### config.mk
export PLATFORM = sky130hd
export DESIGN_NAME = i2c_target_rx
export DESIGN_NICKNAME = d
export VERILOG_FILES = /design/src/rtl/i2c_target_rx.sv
export SDC_FILE = /design/constraint.sdc
export NUM_CORES = 1
export LEC_CHECK = 0
export ABC_CLOCK_PERIOD_IN_PS = 3200
export CAP_MARGIN = 20
export CORE_AREA = 2 2 60 62
export CTS_BUF_LIST = sky130_fd_sc_hd__clkbuf_8
export DETAILED_ROUTE_END_ITERATION = 16
export DIE_AREA = 0 0 62 64
export PLACE_DENSITY = 0.7
export SLEW_MARGIN = 0
export SYNTH_ARGS = -nofsm -noshare
export SYNTH_HDL_FRONTEND = slang
export SYNTH_SLANG_ARGS = --single-unit
export TNS_END_PERCENT = 100
### constraint.sdc
create_clock -name clk -period 3.2 [get_ports clk]
set_input_delay 0.48 -clock clk [delete_from_list [all_inputs] [get_ports clk]]
set_output_delay 0.48 -clock clk [all_outputs]
set_load 0.1 [all_outputs]
### src/rtl/i2c_target_rx.sv
// Write-only I2C target receiver: synchronises SDA/SCL, matches a 7-bit
// address and hands data bytes to a one-entry valid/ready holding register.
module i2c_target_rx #(
  parameter logic [6:0] TARGET_ADDR = 7'h42,
  parameter int         SYNC_STAGES = 2
) (
  input  logic       clk,
  input  logic       rst,
  input  logic       sda_in,
  input  logic       scl_in,
  output logic       sda_oe,
  output logic [7:0] rx_data,
  output logic       rx_valid,
  input  logic       rx_ready,
  output logic       rx_first,
  output logic       frame_end,
  output logic       busy,
  output logic       overrun
);

  localparam logic [2:0] ST_IDLE = 3'd0;
  localparam logic [2:0] ST_ADDR = 3'd1;
  localparam logic [2:0] ST_ACK  = 3'd2;
  localparam logic [2:0] ST_DATA = 3'd3;
  localparam logic [2:0] ST_NACK = 3'd4;
  localparam logic [2:0] ST_IGN  = 3'd5;

  logic [SYNC_STAGES-1:0] r_sda_sync;
  logic [SYNC_STAGES-1:0] r_scl_sync;
  logic r_sda_d;
  logic r_scl_d;

  logic [2:0] r_state;
  logic [2:0] r_bcnt;
  logic [6:0] r_shift;
  logic       r_ack_fall;
  logic       r_ack_addr;
  logic       r_first_flag;
  logic       r_sda_oe;
  logic       r_busy;
  logic       r_frame_end;
  logic       r_overrun;
  logic [7:0] r_rx_data;
  logic       r_rx_valid;
  logic       r_rx_first;

  logic       w_sda_s;
  logic       w_scl_s;
  logic       w_scl_rise;
  logic       w_scl_fall;
  logic       w_start;
  logic       w_stop;
  logic [7:0] w_byte;
  logic       w_last_bit;
  logic       w_xfer;
  logic       w_load;

  assign w_sda_s    = r_sda_sync[SYNC_STAGES-1];
  assign w_scl_s    = r_scl_sync[SYNC_STAGES-1];
  assign w_scl_rise = w_scl_s & ~r_scl_d;
  assign w_scl_fall = ~w_scl_s & r_scl_d;
  assign w_start    = w_scl_s & r_scl_d & r_sda_d & ~w_sda_s;
  assign w_stop     = w_scl_s & r_scl_d & ~r_sda_d & w_sda_s;
  assign w_byte     = {r_shift, w_sda_s};
  assign w_last_bit = w_scl_rise & (r_bcnt == 3'd7);
  assign w_xfer     = r_rx_valid & rx_ready;
  assign w_load     = (r_state == ST_DATA) & w_last_bit & ~w_start
                    & ~w_stop & (~r_rx_valid | rx_ready);

  always_ff @(posedge clk or posedge rst) begin
    if (rst) begin
      r_sda_sync <= '1;
      r_scl_sync <= '1;
      r_sda_d    <= 1'b1;
      r_scl_d    <= 1'b1;
    end else begin
      r_sda_sync <= {r_sda_sync[SYNC_STAGES-2:0], sda_in};
      r_scl_sync <= {r_scl_sync[SYNC_STAGES-2:0], scl_in};
      r_sda_d    <= w_sda_s;
      r_scl_d    <= w_scl_s;
    end
  end

  always_ff @(posedge clk or posedge rst) begin
    if (rst) begin
      r_state      <= ST_IDLE;
      r_bcnt       <= 3'd0;
      r_shift      <= 7'd0;
      r_ack_fall   <= 1'b0;
      r_ack_addr   <= 1'b0;
      r_first_flag <= 1'b0;
      r_sda_oe     <= 1'b0;
      r_busy       <= 1'b0;
      r_frame_end  <= 1'b0;
      r_overrun    <= 1'b0;
    end else begin
      r_frame_end <= 1'b0;
      if (w_start || w_stop) begin
        r_state     <= w_start ? ST_ADDR : ST_IDLE;
        r_bcnt      <= 3'd0;
        r_sda_oe    <= 1'b0;
        r_busy      <= 1'b0;
        r_frame_end <= r_busy;
      end else begin
        case (r_state)
          ST_ADDR: if (w_scl_rise) begin
            r_shift <= w_byte[6:0];
            r_bcnt  <= r_bcnt + 3'd1;
            if (r_bcnt == 3'd7) begin
              if (w_byte[7:1] == TARGET_ADDR && !w_byte[0]) begin
                r_state      <= ST_ACK;
                r_ack_addr   <= 1'b1;
                r_ack_fall   <= 1'b0;
                r_first_flag <= 1'b1;
              end else begin
                r_state <= ST_IGN;
              end
            end
          end
          ST_ACK: if (w_scl_fall) begin
            if (!r_ack_fall) begin
              r_ack_fall <= 1'b1;
              r_sda_oe   <= 1'b1;
            end else begin
              r_sda_oe <= 1'b0;
              r_state  <= ST_DATA;
              r_bcnt   <= 3'd0;
              if (r_ack_addr) r_busy <= 1'b1;
            end
          end
          ST_DATA: if (w_scl_rise) begin
            r_shift <= w_byte[6:0];
            r_bcnt  <= r_bcnt + 3'd1;
            if (r_bcnt == 3'd7) begin
              r_ack_fall <= 1'b0;
              r_ack_addr <= 1'b0;
              if (w_load) begin
                r_state      <= ST_ACK;
                r_first_flag <= 1'b0;
              end else begin
                r_state   <= ST_NACK;
                r_overrun <= 1'b1;
              end
            end
          end
          ST_NACK: if (w_scl_fall) begin
            if (!r_ack_fall) r_ack_fall <= 1'b1;
            else             r_state    <= ST_IGN;
          end
          default: ;
        endcase
      end
    end
  end

  // Holding register: a load wins over a same-cycle transfer.
  always_ff @(posedge clk or posedge rst) begin
    if (rst) begin
      r_rx_data  <= 8'd0;
      r_rx_valid <= 1'b0;
      r_rx_first <= 1'b0;
    end else if (w_load) begin
      r_rx_data  <= w_byte;
      r_rx_valid <= 1'b1;
      r_rx_first <= r_first_flag;
    end else if (w_xfer) begin
      r_rx_valid <= 1'b0;
      r_rx_first <= 1'b0;
    end
  end

  assign sda_oe    = r_sda_oe;
  assign rx_data   = r_rx_data;
  assign rx_valid  = r_rx_valid;
  assign rx_first  = r_rx_first;
  assign frame_end = r_frame_end;
  assign busy      = r_busy;
  assign overrun   = r_overrun;

endmodule

[Yosys cells after proc, flatten, opt, wreduce, memory -nomap -nowiden]
Cells that the tools add are included.
Storage, ports and cells
  bits in registers: 36
  input port bits: 5
  logic and storage cells: 132
Operators by class
  add/subtract/negate cells: 1
  eq/ne operators: 22
  multiplexer cells: 46
  bitwise gates (word level): 23
  reduce and logical (&&, ||, !) cells: 23
Operator list (number)
  two-way mux 3 bit: 15
  two-way mux 1 bit: 26
  inequality test 3 bit (second input constant): 6
  AND reduction 8 bit: 2
  bitwise AND 1 bit: 13
  inequality test 2 bit (second input constant): 6
  case mux 3 bit (4 select lines): 1
  nonzero test 2 bit: 6
  NOT 1 bit: 9
  AND reduction 9 bit: 1
  AND reduction 4 bit: 2
  == test 7 bit (second input constant): 1
  AND reduction 7 bit: 1
  == test 3 x 2 -> 1 bit (second input constant): 2
  == test 3 bit (second input constant): 2
  inequality test 3 x 2 -> 1 bit (second input constant): 2
  case mux 3 bit (2 select lines): 1
  nonzero test 3 bit: 2
  AND reduction 5 bit: 1
  nonzero test 5 bit: 1
  case mux 1 bit (2 select lines): 2
  OR reduction 2 bit: 2
  adder 3 x 1 -> 3 bit (second input constant): 1
  == test 3 x 1 -> 1 bit (second input constant): 1
  other kinds (9): 9

[Depth between registers and ports, before layout]
Gate-level depths: netlist (run 1).
  word-level depth: 12
  depth in mapped cells: 6
  mapped depth without buffers: 5

[Least setup slack after synthesis (run 1)]
Ideal clock, no wire load.
  kind: register to register
  start: reg r_rx_valid (netlist: rx_valid)
  end: reg r_state[1]
  library setup time: 120 ps
  data arrival time: 1720 ps
  data required time: 3080 ps
  path slack: 1359 ps
  cell stages (with the launch flop): 5
  cell sequence: dfrtp_1 -> nand2b_1 -> nand4_2 -> o211ai_1 -> a31o_2
On the way
  longest elaborated chain between the ends: 8
Ends and longest elaborated chain
  from (decl): line 44  | logic r_rx_valid;
  from (signal assigned): line 160  | r_rx_valid <= 1'b0;
  from (signal assigned): line 164  | r_rx_valid <= 1'b1;
  from (signal assigned): line 167  | r_rx_valid <= 1'b0;
  NOT 1 bit: line 68  | & ~w_stop & (~r_rx_valid | rx_ready);
  bitwise OR 1 bit: line 68
  bitwise AND 1 bit: line 68
  two-way mux 3 bit: line 137  | if (w_load) begin
  two-way mux 3 bit: line 134  | if (r_bcnt == 3'd7) begin
  two-way mux 3 bit: line 131  | ST_DATA: if (w_scl_rise) begin
  case mux 3 bit (4 select lines): line 105  | case (r_state)
  two-way mux 3 bit: line 98  | if (w_start || w_stop) begin
  to (signal assigned): line 99  | r_state <= w_start ? ST_ADDR : ST_IDLE;
  to (decl): line 33  | logic [2:0] r_state;
Every way passes these cells. The select of a mux whose other input is x is not followed.
A chain may end at the register's enable or synchronous reset.

[Worst setup path after layout (run 1)]
  start: reg r_rx_data[0] (netlist: rx_data[0])
  end: out rx_data[0]
RTL lines
  from (decl): line 43  | logic [7:0] r_rx_data;
  from (signal assigned): line 163  | r_rx_data <= w_byte;
  to (decl): line 12  | output logic [7:0] rx_data,
No word-level cell between the ends.

==> summary.md, run 1 <==
| Metric | Value |
|---|---|
| Run status | `complete, no violations` |
| Syn-to-layout area delta | `18.6%` |
| TritonRoute pass-1 iters | `4` |
| RSZ-0062 raised after global routing | `false` |
| Worst EP required | `2.72 ns` |
| CP max-delay cell | `clkdlybuf4s50_1` |
| Placed Instances | `182` |
| Crit share post-route | `0.701` |
| Fin Setup TNS | `0 ns` |
| LEAKAGE | `0.900 nW` |
| # rows | `21` |
| R2r endpoint | `r_ack_fall` |
| Setup CP Type | `flop to output pin` |
| Post-synth EDFFs | `0` |
| Post-synthesis mux area share | `0.119` |
| Vias in the first global route | `1103` |
| Share of async-settable or async-resettable flops after synthesis | `1.00` |
| Layout cells sized above 1 | `0.361` |
| Setup violators final | `0` |
| Drt wl/cell | `15.0 um` |
| Cells after Synth | `120` |
| Gate power share | `0.175` |
| Worst hold path class | `flop to flop` |
| Worst R2R Setup Slack | `1.34 ns` |
| Tot Pwr | `1.15 mW` |
| Synth Flop Type | `dfrtp_1` |
| HPWL Detailed | `2.03 mm` |
| Synthesized area per cell | `13.3 um2` |
| Sw frac | `0.280` |
| Pin count of the biggest net entering global routing | `20` |
| Max IR drop VDD | `339 uV` |
| GP Congestion | `0.836` |
| Min cycle time layout | `2.24 ns` |
| Final ANT Viol Nets | `0` |
| Int Pwr | `0.827 mW` |
| Clk network pwr share | `0.297` |
| Post-synth top area share | `0.472` |
| Synth Area in XOR/XNOR | `0.00550` |
| Core area | `3280 um2` |
| Placed cell area | `1790 um2` |
| Compound-Gate Fraction of Synth Area | `0.118` |
| Leading post-synthesis cells by cell area | `dfrtp_1, mux2_2, dfstp_2` |
| Seq/Total Area, Yosys | `0.571` |
| Buffers on Ports | `18` |
| Post-Syn Nets | `127` |
| Root buffer cell | `clkbuf_8` |
| Clock-pin slew on the worst setup and hold paths | `0.06 ns` |
| Number of gates resized after CTS | `0` |
| Htree depth | `2` |
| Filler cells | `282` |
| R2R cell count | `4` |
| Storage element area | `908 um2` |
| Slowest stage delay, CP | `1.14 ns` |
| Area of the multi-input gates | `644 um2` |
| Area of the mapped netlist | `1590 um2` |
| Synth unique cells | `42` |
| Post-layout instance area | `1890 um2` |
| FF-to-FF Start | `r_state[2]` |
| Crit start category | `flop` |
| Fin nets | `150` |
| Initial antenna violation count | `0` |
| PwrDens | `608 nW/um2` |
| Slew Limit Headroom | `0.352` |
| CP Capture Type | `output pin` |
| Final Routed Wirelength | `2.85 mm` |
| Cell depth of the worst hold path | `0` |
| Total GRT Usage | `0.177` |
| Crit path DAT | `1.76 ns` |
| Remaining DRCs | `0` |
| Simple-Gate Fraction of Synth Area | `0.147` |
| Die Wd | `62 um` |
| Initial DRC count | `45` |
| Clock buffer count from CTS | `5` |
| Place WS | `1.20 ns` |
| Buf/Inv on CP | `1` |
| Vias per cell | `5.36` |
| Worst Hold End | `r_sda_sync[1]` |
| Yosys warning count | `0` |
| Initial Util | `0.485` |
| Crit path cell chain | `clkdlybuf4s50_1` |
| Post-synthesis adder-cell area fraction | `0.0157` |
| Crit Path Max Fanout | `2` |
| GRT overflow | `0` |
| Layout Cells excl Fill | `190` |
| Worst skew pair latency | `0.28 ns` |
| Antenna diode count | `0` |
| Final Hold Viols | `0` |
| Max cap viols | `0` |
| Max-slew violations | `0` |
| Synth area leader | `dfrtp_1` |
| Die ar. | `3970 um2` |
| Post-CTS Setup Bufs | `0` |
| Worst path top cell family by delay | `buffers and inverters` |
| Via count | `1018` |
| Min-delay src | `r_sda_sync[0]` |
| Ports | `19` |
| Fin util | `0.575` |
| Clock Tree Buf Depth | `2` |
| Sequential share of power | `0.528` |
| Final worst slack | `0.957 ns` |
| #FFs+latches synth | `36` |
| Clock skew | `0.00441 ns` |
| Fmax | `446 MHz` |
| P_sw | `0.321 mW` |
| CTS tree | `done` |
| # hold bufs at CTS | `0` |
| Worst-margin pin slew | `0.969 ns` |
| Clk sinks | `36` |
| First-pass GRT wire length | `5.02 mm` |
| Hold Slack | `0.356 ns` |
| Die height | `64 um` |
| Largest family of logic cells by synthesized area | `simple AND/OR/NAND/NOR gates` |
[power by group through the flow]
| stage | clock [mW] | sequential, mW | combinational [mW] |
|---|---|---|---|
| after floorplan | 0 | 0.583 | 0.185 |
| after global placement | 0 | 0.607 | 0.186 |
| after detailed placement | 0 | 0.613 | 0.200 |
| after CTS | 0.353 | 0.605 | 0.203 |
| after global routing | 0.380 | 0.622 | 0.219 |
| final | 0.342 | 0.606 | 0.201 |
[Yosys cell counts, drive strengths merged, types with 3 or more instances]
cell type  instances
a31oi              3
dfstp              6
o21ai              5
a21oi              6
nor2               5
nor3               3
nand2              4
mux2              15
inv                4
nand2b             3
buf                3
dfrtp             30
[cell type report]
type | instances | area share
flip-flops and latches | 36 | 0.481
multi-input cells | 77 | 0.341
repair buffers | 19 | 0.0861
clock buffers | 7 | 0.0510
well taps | 46 | 0.0305
inverters | 4 | 0.00795
clock inverters | 1 | 0.00199
[layer usage]
metal,share of wire,routed length [um],global-route usage,vias to the layer above
met4,0.020,58,0.101,0
met5,0,0,0,-
met1,0.45,1280,0.226,511
met2,0.50,1440,0.262,16
met3,0.026,75,0.0486,5
li1,-,-,-,486
[sequential cells by signal, summed over array words and instances (netlist names), 2 cells and up]
name	count
r_state	3
r_scl_sync	2
rx_data	8
r_sda_sync	2
r_shift	7
r_bcnt	3
[cells in the final DEF (no fill, tap or decap), drive strengths merged, types with 2 or more instances in the layout]
cell / instances
clkdlybuf4s50: 8
and4bb: 2
nand4bb: 2
clkbuf: 7
mux2i: 2
a32oi: 2
buf: 11
nor2: 5
nand2: 4
o21ai: 5
nor3: 3
a21oi: 6
nand2b: 3
mux2: 15
ha: 2
dfrtp: 30
inv: 5
o21a: 2
nor4b: 2
dfstp: 6
a31oi: 3
and2b: 2
[kinds of logic after synthesis]
family,count (synthesis)
AOI/OAI and AO/OA,25
xor gates and xnor gates,1
adders and majority gates,2
buffers and inverters,7
DFF,36
muxes,17
and+or+nand+nor,32
[worst max-delay path by stage]
stage                     startpoint          to  slack (ns)  cells past startpoint
after detailed placement    rx_ready  r_state[2]        1.20                      5
after global placement      rx_ready  rx_data[6]        1.24                      4
final                     rx_data[0]  rx_data[0]        0.96                      1
after CTS                 rx_data[0]  rx_data[0]        0.94                      1
after global routing      rx_data[0]  rx_data[0]        0.90                      1
after floorplan             rx_valid  r_state[1]        1.36                      4
No activity file was read; power rests on OpenSTA's default activity.
==> run 2: changes to the inputs <==
Settings changed: ABC_CLOCK_PERIOD_IN_PS 3200 to 1800, PLACE_DENSITY 0.7 to 0.73.
Clock period 3.2 ns to 1.8 ns, I/O delays scaled along.
==> summary.md, run 2 (same netlist as run 1, synthesis figures left out) <==
| Metric | Value |
|---|---|
| Pin count of the biggest net entering global routing | `37 (was 20)` |
| Max IR drop VDD | `764 uV (was 339 uV)` |
| LEAKAGE | `0.938 nW (was 0.900 nW)` |
| Initial antenna violation count | `0 (unchanged)` |
| Clk sinks | `36 (unchanged)` |
| Slew Limit Headroom | `0.711 (was 0.352)` |
| Worst-margin pin slew | `0.433 ns (was 0.969 ns)` |
| Clock skew | `0.00782 ns (was 0.00441 ns)` |
| CTS tree | `done (unchanged)` |
| Worst hold path class | `flop to flop (unchanged)` |
| Most used cell, CP | `ha_1` |
| Commonest non-fill, non-tap cell in the layout | `dfrtp_1 (unchanged)` |
| Place WS | `0.105 ns (was 1.20 ns)` |
| Filler cells | `272 (was 282)` |
| Remaining DRCs | `0 (unchanged)` |
| First-pass GRT wire length | `4.86 mm (was 5.02 mm)` |
| Crit share post-route | `0.945` |
| # rows | `21 (unchanged)` |
| RSZ-0062 raised after global routing | `false (unchanged)` |
| Max reg flops | `8 (unchanged)` |
| Final Routed Wirelength | `2.73 mm (was 2.85 mm)` |
| TritonRoute pass-1 iters | `4 (unchanged)` |
| Crit path DAT | `1.88 ns (was 1.76 ns)` |
| Crit Path Max Fanout | `10 (was 2)` |
| Vias per cell | `5.28 (was 5.36)` |
| Total GRT Usage | `0.169 (was 0.177)` |
| Slowest stage delay, CP | `0.41 ns (was 1.14 ns)` |
| Die ar. | `3970 um2 (unchanged)` |
| Max cap viols | `0 (unchanged)` |
| Hold Slack | `0.357 ns (was 0.356 ns)` |
| Int Pwr | `1.47 mW (was 0.827 mW)` |
| Sequential share of power | `0.512 (was 0.528)` |
| Clock Tree Buf Depth | `2 (unchanged)` |
| Ports | `19 (unchanged)` |
| CP max-delay cell | `dfrtp_1 (was clkdlybuf4s50_1)` |
| Worst skew pair latency | `0.29 ns (was 0.28 ns)` |
| Post-layout instance area | `1970 um2 (was 1890 um2)` |
| P_sw | `0.584 mW (was 0.321 mW)` |
| Clk network pwr share | `0.289 (was 0.297)` |
| Final ANT Viol Nets | `0 (unchanged)` |
| Layout cells sized above 1 | `0.430 (was 0.361)` |
| Vias in the first global route | `1059 (was 1103)` |
| Worst EP required | `1.98 ns (was 2.72 ns)` |
| Antenna diode count | `0 (unchanged)` |
| Initial Util | `0.485 (unchanged)` |
| HPWL Detailed | `2.00 mm (was 2.03 mm)` |
| Max-slew violations | `0 (unchanged)` |
| Buffers on Ports | `18 (unchanged)` |
| Drt wl/cell | `13.9 um (was 15.0 um)` |
| Die height | `64 um (unchanged)` |
| Syn-to-layout area delta | `23.6% (was 18.6%)` |
| Min cycle time layout | `1.70 ns` |
| CP Capture Type | `flop (was output pin)` |
| Number of gates resized after CTS | `0 (unchanged)` |
| Gate power share | `0.200 (was 0.175)` |
| Initial DRC count | `42 (was 45)` |
| Core area | `3280 um2 (unchanged)` |
| # hold bufs at CTS | `0 (unchanged)` |
| Clock-pin slew on the worst setup and hold paths | `0.07 ns (was 0.06 ns)` |
| Fin Setup TNS | `0 ns (unchanged)` |
| Run status | `complete, no violations (unchanged)` |
| Root buffer cell | `clkbuf_8 (unchanged)` |
| Final Hold Viols | `0 (unchanged)` |
| Most frequent cells in the layout | `dfrtp_1, buf_4, mux2_2 (was dfrtp_1, mux2_2, buf_4)` |
| Post-CTS Setup Bufs | `0 (unchanged)` |
| GRT overflow | `0 (unchanged)` |
| Tot Pwr | `2.06 mW (was 1.15 mW)` |
| PwrDens | `1050 nW/um2 (was 608 nW/um2)` |
| Setup violators final | `0 (unchanged)` |
| Die Wd | `62 um (unchanged)` |
| Via count | `1040 (was 1018)` |
| Htree depth | `2 (unchanged)` |
| Sw frac | `0.284 (was 0.280)` |
| Fmax | `588 MHz` |
| Crit path cell chain | `ha_1 > ha_1 > nand4_2 > buf_4 > o211ai_1 > a31o_2 (was clkdlybuf4s50_1)` |
| Final worst slack | `0.0988 ns (was 0.957 ns)` |
| Clock buffer count from CTS | `5 (unchanged)` |
| Setup CP Type | `flop to flop (was flop to output pin)` |
| Fin nets | `157 (was 150)` |
| Crit start category | `flop (unchanged)` |
| Placed cell area | `1870 um2 (was 1790 um2)` |
| GP Congestion | `0.769 (was 0.836)` |
==> run 2: cell types whose count changed in the layout (fill, tap and decap cells not counted), sizes merged <==
cell,previous run,this run
clkinvlp,0,2
buf,11,22
clkbuf,7,6
inv,5,4
clkdlybuf4s50,8,4
==> run 2: path summary, 6_finish.rpt <==
kind	startpoint	end	cells past startpoint	slack [ns]
min reg2reg	r_scl_sync[0]	r_scl_sync[1]	0	0.36
min	r_scl_sync[0]	r_scl_sync[1]	0	0.36
max reg2reg	r_bcnt[0]	r_state[1]	6	0.1
max	r_bcnt[0]	r_state[1]	6	0.1
max in group asynchronous	rst	r_scl_d	3	1.08
min in group asynchronous	rst	r_first_flag	3	0.37
==> run 2: cell type report <==
| cell class | instances | area, um2 | area share |
|---|---|---|---|
| clock inverter | 2 | 15.0 | 0.00763 |
| clock buffer | 6 | 82.6 | 0.0420 |
| tap | 46 | 57.6 | 0.0293 |
| sequential | 36 | 910 | 0.462 |
| timing repair buffer | 26 | 243 | 0.123 |
| inverter | 4 | 15.0 | 0.00763 |
| multi-input combinational | 77 | 644 | 0.328 |
==> run 2: power groups by stage <==
| stage | Clock [mW] | Sequential [mW] | Combinational, mW |
|---|---|---|---|
| 2_1_floorplan | 0 | 1.04 | 0.329 |
| 3_3_place_gp | 0 | 1.06 | 0.398 |
| 3_5_place_dp | 0 | 1.07 | 0.417 |
| 4_1_cts | 0.616 | 1.05 | 0.417 |
| 5_1_grt | 0.654 | 1.07 | 0.458 |
| 6_report | 0.594 | 1.05 | 0.411 |
==> run 2: worst max-delay path, delay by kind of cell (launching register included) <==
| kind | cells | cell delay [ns] |
|---|---|---|
| AOI/OAI and AO/OA | 2 | 0.40 |
| buffers and inverters | 1 | 0.19 |
| DFF | 1 | 0.41 |
| and+or+nand+nor | 1 | 0.10 |
| adders and majority gates | 2 | 0.49 |
==> run 2: metal layers <==
layer,GRT usage,up-vias,share of wire
li1,-,499,-
met1,0.209,522,0.45
met2,0.254,15,0.50
met3,0.0607,4,0.033
met4,0.0878,0,0.023
met5,0,-,0
==> run 2: per-stage QoR <==
step	std cells	util
6_report	197	0.599
5_1_grt	197	0.599
4_1_cts	197	0.599
3_5_place_dp	189	0.569
3_3_place_gp	189	0.569
2_1_floorplan	120	-
